===== config.mk =====
export PLATFORM = sky130hd
export DESIGN_NAME = game_retract_ctrl_flat
export DESIGN_NICKNAME = d
export VERILOG_FILES = /design/src/rtl/game_retract_ctrl_pkg.sv /design/src/rtl/game_retract_ctrl_if.sv /design/src/rtl/game_retract_ctrl_req_arb.sv /design/src/rtl/game_retract_ctrl.sv /design/src/flat_wrapper.sv
export SDC_FILE = /design/constraint.sdc
export NUM_CORES = 1
export LEC_CHECK = 0
export ABC_AREA = 1
export BUFFER_PORTS_ARGS = -buffer_cell sky130_fd_sc_hd__buf_2
export CORE_AREA = 2 2 39 41
export CTS_CLUSTER_DIAMETER = 150
export CTS_CLUSTER_SIZE = 40
export DETAILED_ROUTE_END_ITERATION = 12
export DIE_AREA = 0 0 41 43
export MAX_ROUTING_LAYER = met4
export PLACE_DENSITY = 0.59
export RECOVER_POWER = 25
export SETUP_SLACK_MARGIN = 0.02
export SLEW_MARGIN = 20
export SYNTH_ARGS = -nofsm -noshare
export SYNTH_HDL_FRONTEND = slang
export SYNTH_SLANG_ARGS = --single-unit
export TNS_END_PERCENT = 20

===== constraint.sdc =====
create_clock -name clk -period 1.2 [get_ports clk]
set_clock_uncertainty 0.15 [all_clocks]
set_input_delay 0.24 -clock clk [delete_from_list [all_inputs] [get_ports clk]]
set_output_delay 0.24 -clock clk [all_outputs]
set_load 0.02 [all_outputs]

===== src/rtl/game_retract_ctrl_pkg.sv =====
// rtl/game_retract_ctrl_pkg.sv - shared sel codes, FSM encoding and depth helper for the retract controller
package game_retract_ctrl_pkg;

  typedef enum logic [1:0] {
    SEL_INIT = 2'd0,
    SEL_BM   = 2'd1,
    SEL_MM   = 2'd2,
    SEL_RET  = 2'd3
  } sel_e;

  typedef enum logic [1:0] {
    ST_BOOT     = 2'd0,
    ST_IDLE     = 2'd1,
    ST_COMMIT   = 2'd2,
    ST_WAIT_REL = 2'd3
  } state_e;

  // History depth after committing one source: init clears, moves grow to dmax, retract shrinks to 0.
  function automatic logic [1:0] depth_after(input logic [1:0] sel,
                                             input logic [1:0] depth,
                                             input int         dmax);
    int nd;
    nd = int'(depth);
    case (sel)
      SEL_INIT: nd = 0;
      SEL_RET:  nd = (nd == 0) ? 0 : nd - 1;
      default:  nd = (nd + 1 > dmax) ? dmax : nd + 1;
    endcase
    return 2'(nd);
  endfunction

endpackage


===== src/rtl/game_retract_ctrl_if.sv =====
// rtl/game_retract_ctrl_if.sv - request/response bundle between the level logic and the retract controller
interface game_retract_ctrl_if;

  logic       init_req;
  logic       bm_req;
  logic       mm_req;
  logic       ret_req;
  logic [1:0] sel;
  logic       game_state_en;
  logic [1:0] undo_depth;
  logic       ack;
  logic       reject;
  logic       busy;

  modport master (
    output init_req, bm_req, mm_req, ret_req,
    input  sel, game_state_en, undo_depth, ack, reject, busy
  );

  modport slave (
    input  init_req, bm_req, mm_req, ret_req,
    output sel, game_state_en, undo_depth, ack, reject, busy
  );

endinterface


===== src/rtl/game_retract_ctrl_req_arb.sv =====
// rtl/game_retract_ctrl_req_arb.sv - combinational fixed-priority request encoder (init > ret > bm > mm)
module game_req_arb
  import game_retract_ctrl_pkg::*;
(
  input  logic       init_req,
  input  logic       ret_req,
  input  logic       bm_req,
  input  logic       mm_req,
  output logic       valid,
  output logic [1:0] sel
);

  always_comb begin
    valid = 1'b1;
    sel   = SEL_INIT;
    if (init_req) begin
      sel = SEL_INIT;
    end else if (ret_req) begin
      sel = SEL_RET;
    end else if (bm_req) begin
      sel = SEL_BM;
    end else if (mm_req) begin
      sel = SEL_MM;
    end else begin
      valid = 1'b0;
    end
  end

endmodule


===== src/rtl/game_retract_ctrl.sv =====
// rtl/game_retract_ctrl.sv - sequences state-store loads for init, moves and retract with bounded undo history
module game_retract_ctrl
  import game_retract_ctrl_pkg::*;
#(
  parameter int DEPTH_MAX = 3
) (
  input logic           clk,
  input logic           rst_n,
  game_retract_ctrl_if.slave bus
);

  state_e     state_q, state_d;
  logic [1:0] sel_q, sel_d;
  logic [1:0] depth_q, depth_d;
  logic       reject_q, reject_d;
  logic       arb_valid;
  logic [1:0] arb_sel;
  logic       any_req;

  game_req_arb u_arb (
    .init_req (bus.init_req),
    .ret_req  (bus.ret_req),
    .bm_req   (bus.bm_req),
    .mm_req   (bus.mm_req),
    .valid    (arb_valid),
    .sel      (arb_sel)
  );

  assign any_req = bus.init_req | bus.bm_req | bus.mm_req | bus.ret_req;

  always_ff @(posedge clk or negedge rst_n) begin
    if (!rst_n) begin
      state_q  <= ST_BOOT;
      sel_q    <= SEL_INIT;
      depth_q  <= 2'd0;
      reject_q <= 1'b0;
    end else begin
      state_q  <= state_d;
      sel_q    <= sel_d;
      depth_q  <= depth_d;
      reject_q <= reject_d;
    end
  end

  always_comb begin
    state_d  = state_q;
    sel_d    = sel_q;
    depth_d  = depth_q;
    reject_d = 1'b0;
    case (state_q)
      ST_BOOT: begin
        sel_d   = SEL_INIT;
        depth_d = 2'd0;
        state_d = ST_WAIT_REL;
      end
      ST_IDLE: begin
        if (arb_valid) begin
          sel_d = arb_sel;
          // An empty history cannot be retracted: refuse without touching the store.
          if (arb_sel == SEL_RET && depth_q == 2'd0) begin
            reject_d = 1'b1;
            state_d  = ST_WAIT_REL;
          end else begin
            state_d  = ST_COMMIT;
          end
        end
      end
      ST_COMMIT: begin
        depth_d = depth_after(sel_q, depth_q, DEPTH_MAX);
        state_d = ST_WAIT_REL;
      end
      ST_WAIT_REL: begin
        if (!any_req) begin
          state_d = ST_IDLE;
        end
      end
      default: state_d = ST_BOOT;
    endcase
  end

  // Load enable decodes only from state; the rst_n gate kills a load the moment reset asserts.
  assign bus.game_state_en = rst_n & ((state_q == ST_BOOT) | (state_q == ST_COMMIT));
  assign bus.ack           = (state_q == ST_COMMIT);
  assign bus.reject        = reject_q;
  assign bus.busy          = (state_q != ST_IDLE);
  assign bus.sel           = sel_q;
  assign bus.undo_depth    = depth_q;

endmodule


===== src/flat_wrapper.sv =====
// flat-port wrapper written by rule: the top's interface ports become plain ports
module game_retract_ctrl_flat import game_retract_ctrl_pkg::*;
#(
  parameter int DEPTH_MAX = 3
)
  (clk, rst_n, bus_init_req, bus_bm_req, bus_mm_req, bus_ret_req, bus_sel, bus_game_state_en, bus_undo_depth, bus_ack, bus_reject, bus_busy);
  game_retract_ctrl_if bus_i ();
  input logic clk;
  input logic rst_n;
  input wire logic [$bits(bus_i.init_req)-1:0] bus_init_req;
  input wire logic [$bits(bus_i.bm_req)-1:0] bus_bm_req;
  input wire logic [$bits(bus_i.mm_req)-1:0] bus_mm_req;
  input wire logic [$bits(bus_i.ret_req)-1:0] bus_ret_req;
  output wire logic [$bits(bus_i.sel)-1:0] bus_sel;
  output wire logic [$bits(bus_i.game_state_en)-1:0] bus_game_state_en;
  output wire logic [$bits(bus_i.undo_depth)-1:0] bus_undo_depth;
  output wire logic [$bits(bus_i.ack)-1:0] bus_ack;
  output wire logic [$bits(bus_i.reject)-1:0] bus_reject;
  output wire logic [$bits(bus_i.busy)-1:0] bus_busy;
  assign bus_i.init_req = bus_init_req;
  assign bus_i.bm_req = bus_bm_req;
  assign bus_i.mm_req = bus_mm_req;
  assign bus_i.ret_req = bus_ret_req;
  assign bus_sel = bus_i.sel;
  assign bus_game_state_en = bus_i.game_state_en;
  assign bus_undo_depth = bus_i.undo_depth;
  assign bus_ack = bus_i.ack;
  assign bus_reject = bus_i.reject;
  assign bus_busy = bus_i.busy;
  game_retract_ctrl #(.DEPTH_MAX(DEPTH_MAX)) u_core (.clk(clk), .rst_n(rst_n), .bus(bus_i));
endmodule

==> impl_metrics.csv <==
group,metric,value,unit
status,status,"finished with violations",
status,violations,"negative setup slack",
clock_network,cts_tree,"yes",
global_routing,track_usage,0.134,
timing,fmax,0.719,GHz
floorplan,io_pins,14,
timing,rsz0062_at_grt,"true",
power_and_ir_drop,finalPower,809,uW
logic_synthesis,synthFlopType,"dfrtp_1",
floorplan,core-area,0.00138,mm^2
timing,max_slew_margin,0.723,
clock_network,cts_max_level,1,
detailed_routing,wirelength,925,um
setup_path,reg2reg_from,"u_core.state_q[0]",
timing,period_share,1.16,
finish,fill_cells,150,
clock_network,numCtsBuffers,3,
setup_path,critPathKind,"flip-flop to output port",
clock_network,clock-sinks,7,
detailed_routing,viasPerCell,4.40,
detailed_routing,first_pass_iters,4,
logic_synthesis,synth_common_cells,"18 x nand2_1, 8 x inv_1, 7 x dfrtp_1, 7 x nor2_1, 4 x nand3_1",
clock_network,cts.clk_slew.worst_paths,0.06,ns
timing,min_period,1.39,ns
global_routing,grt-ovfl-total,0,
run,max_cap_violations,0,
timing,tightest_slew,0.415,ns
detailed_routing,wl_per_cell,10.4,um
logic_synthesis,ys_seq_area_frac,0.476,
hold_path,min_from,"bus_mm_req",
timing,report.final.slew_viol_count,0,
setup_path,cp_slowest_stage_delay,0.43,ns
clock_network,cts_buffer_depth,2,
power_and_ir_drop,max-vdd-ir-drop,0.462,mV
logic_synthesis,yosysTopAreaCellShare,0.476,
global_routing,antenna_found_initial,0,
finish,nets,81,
logic_synthesis,synth.area.top_cells,"dfrtp_1 48%, nand2_1 18%, inv_1 8.2%",
setup_path,crit_fanout,4,
hold_path,whs_endpoint,"u_core.state_q[1]",
clock_network,cts-root-buf,"clkbuf_4",
timing,fin_setup_tns,-0.877,ns
timing,hold_violations,0,
floorplan,die-area,0.00176,mm^2
timing,worst_slack,-0.192,ns
detailed_routing,final_antenna_net_count,0,
logic_synthesis,yosysUniqueCellTypes,12,
logic_synthesis,ys_seq_elements,7,
placed_design,io_buffers,13,
timing,fin_hold_ws,0.0861,ns
hold_path,hold_path_depth,3,
hold_path,min_path_type,"input port to flip-flop",
setup_path,critical_path_required,0.81,ns
finish,final_cells,89,
floorplan,rows,14,
placed_design,place_area,487,um^2
placed_design,dp.cells,82,
floorplan,dieHeight,43,um
setup_path,crit_top_cell,"inv_2",
logic_synthesis,synth_area_leader_cell,"dfrtp_1",
setup_path,arrival,1.00,ns
power_and_ir_drop,p_per_area,1360,mW/mm^2
power_and_ir_drop,p_leak,0.314,nW
detailed_routing,drc_errors,0,
global_routing,grt_max_degree,8,
finish,design_area,593,um^2
setup_path,crit_chain,"inv_2, nand2_2, inv_2, buf_6",
detailed_routing,drtIter0Drc,7,
setup_path,crit_path_end_kind,"output port",
placed_design,gp_congestion,0.726,
floorplan,die_w,41,um
logic_synthesis,netlist_instances,51,
logic_synthesis,syn_nets,58,
logic_synthesis,synth_async_sr_flop_share,1.00,
logic_synthesis,synth_edf_count,0,
finish,antenna_cells,0,
logic_synthesis,syn-cell-area,368,um^2
logic_synthesis,avgSynthCellArea,7.21,um^2
logic_synthesis,ys_warn_count,0,
setup_path,slowest_stage,"dfrtp_2",
setup_path,r2r-end,"u_core.bus.sel[1]",
logic_synthesis,yosysMostFrequentCell,"nand2_1",
placed_design,hpwl,706,um
setup_path,r2r_cells,4,
global_routing,grt_pass1_vias,384,
setup_path,r2r_slack,-0.08,ns
timing,finalSetupViolCount,10,
global_routing,grt_pass1_wl,1.55,mm
finish,drive_above_1_share,0.452,
finish,area_delta_synth_final,61.2,%
detailed_routing,num_vias,392,
clock_network,clk_latency,0.26,ns
setup_path,worstSetupStartpointType,"flip-flop",
floorplan,start_util,0.266,
## timing repair
action                                  in CTS  in global routing
gates resized for setup                     16                  7
endpoints found under the setup margin       9                 14
hold endpoints to repair                     7                  0
setup buffers                                2                  0
hold buffers                                 1                  0
gates cloned                                 0                  0
pin swaps                                    2                  1
## where the power goes
group	switching [mW]	internal, mW	leakage [nW]	total (mW)
Clock	0.0986	0.122	0.0177	0.221
Combinational	0.130	0.135	0.216	0.265
Sequential	0.0503	0.272	0.0798	0.322
Total	0.279	0.530	0.314	0.809
## cells in the final DEF (no fill, tap or decap)
master          n
inv_2           3
inv_1           6
o21ai_1         1
ha_4            1
dfrtp_1         2
dlygate4sd3_1   1
nand3_1         4
nor2_4          1
clkbuf_1        2
clkbuf_4        3
nand2_1        16
buf_2           4
or2_2           1
nor2_1          7
buf_6           8
o21ai_0         1
clkinv_2        1
buf_4           3
nand2_2         2
a21oi_2         1
dfrtp_2         5
## critical path, delay by kind of cell (launching register included)
| kind | cells | cell delay [ns] |
|---|---|---|
| buffers and inverters | 3 | 0.24 |
| flip-flops | 1 | 0.43 |
| AND/OR/NAND/NOR | 1 | 0.07 |
## state kept, by name, indices dropped and copies added (netlist names)
signal,flops
u_core.state_q,2
u_core.bus.undo_depth,2
u_core.bus.reject,1
u_core.bus.sel,2
## final cells by class
cell class                 instances  area (um^2)  area share
sequential                         7          181       0.306
multi-input combinational         35          180       0.304
timing repair buffer              18          150       0.253
inverter                           9         33.8      0.0570
clock buffer                       3         22.5      0.0380
tap                               16         20.0      0.0338
clock inverter                     1         5.00     0.00844
## stage by stage
step                setup slack (ns)   util
CTS                           -0.198  0.418
global placement           -0.000420  0.352
finish                        -0.192  0.429
floorplan                   -0.00442      -
global route                  -0.245  0.429
detailed placement          -0.00626  0.352
## routing by layer
layer / global-route usage / share of wire / up-vias / routed length [um]
li1: - / - / 197 / -
met1: 0.161 / 0.46 / 176 / 424
met2: 0.194 / 0.49 / 17 / 456
met3: 0.0314 / 0.043 / 2 / 40
met4: 0.0800 / 0.0043 / 0 / 4
met5: - / 0 / - / 0
## worst max path at each step
| stage | start | end | slack [ns] | cells after the start |
|---|---|---|---|---|
| floorplan | u_core.bus.sel[0] | u_core.bus.undo_depth[1] | -0.004 | 5 |
| global placement | u_core.state_q[0] | bus_busy | -0.0004 | 4 |
| detailed placement | u_core.state_q[0] | bus_busy | -0.006 | 4 |
| CTS | u_core.state_q[0] | bus_busy | -0.20 | 4 |
| global route | u_core.state_q[0] | bus_ack | -0.25 | 4 |
| finish | u_core.state_q[0] | bus_ack | -0.19 | 4 |
## cell families after synthesis
logic type                 share of synthesized area
AOI/OAI and AO/OA                             0.0408
adders and majority gates                     0.0340
buffers and inverters                         0.0918
DFF                                            0.476
and+or+nand+nor                                0.357
Power figures use the tool's default switching activity.
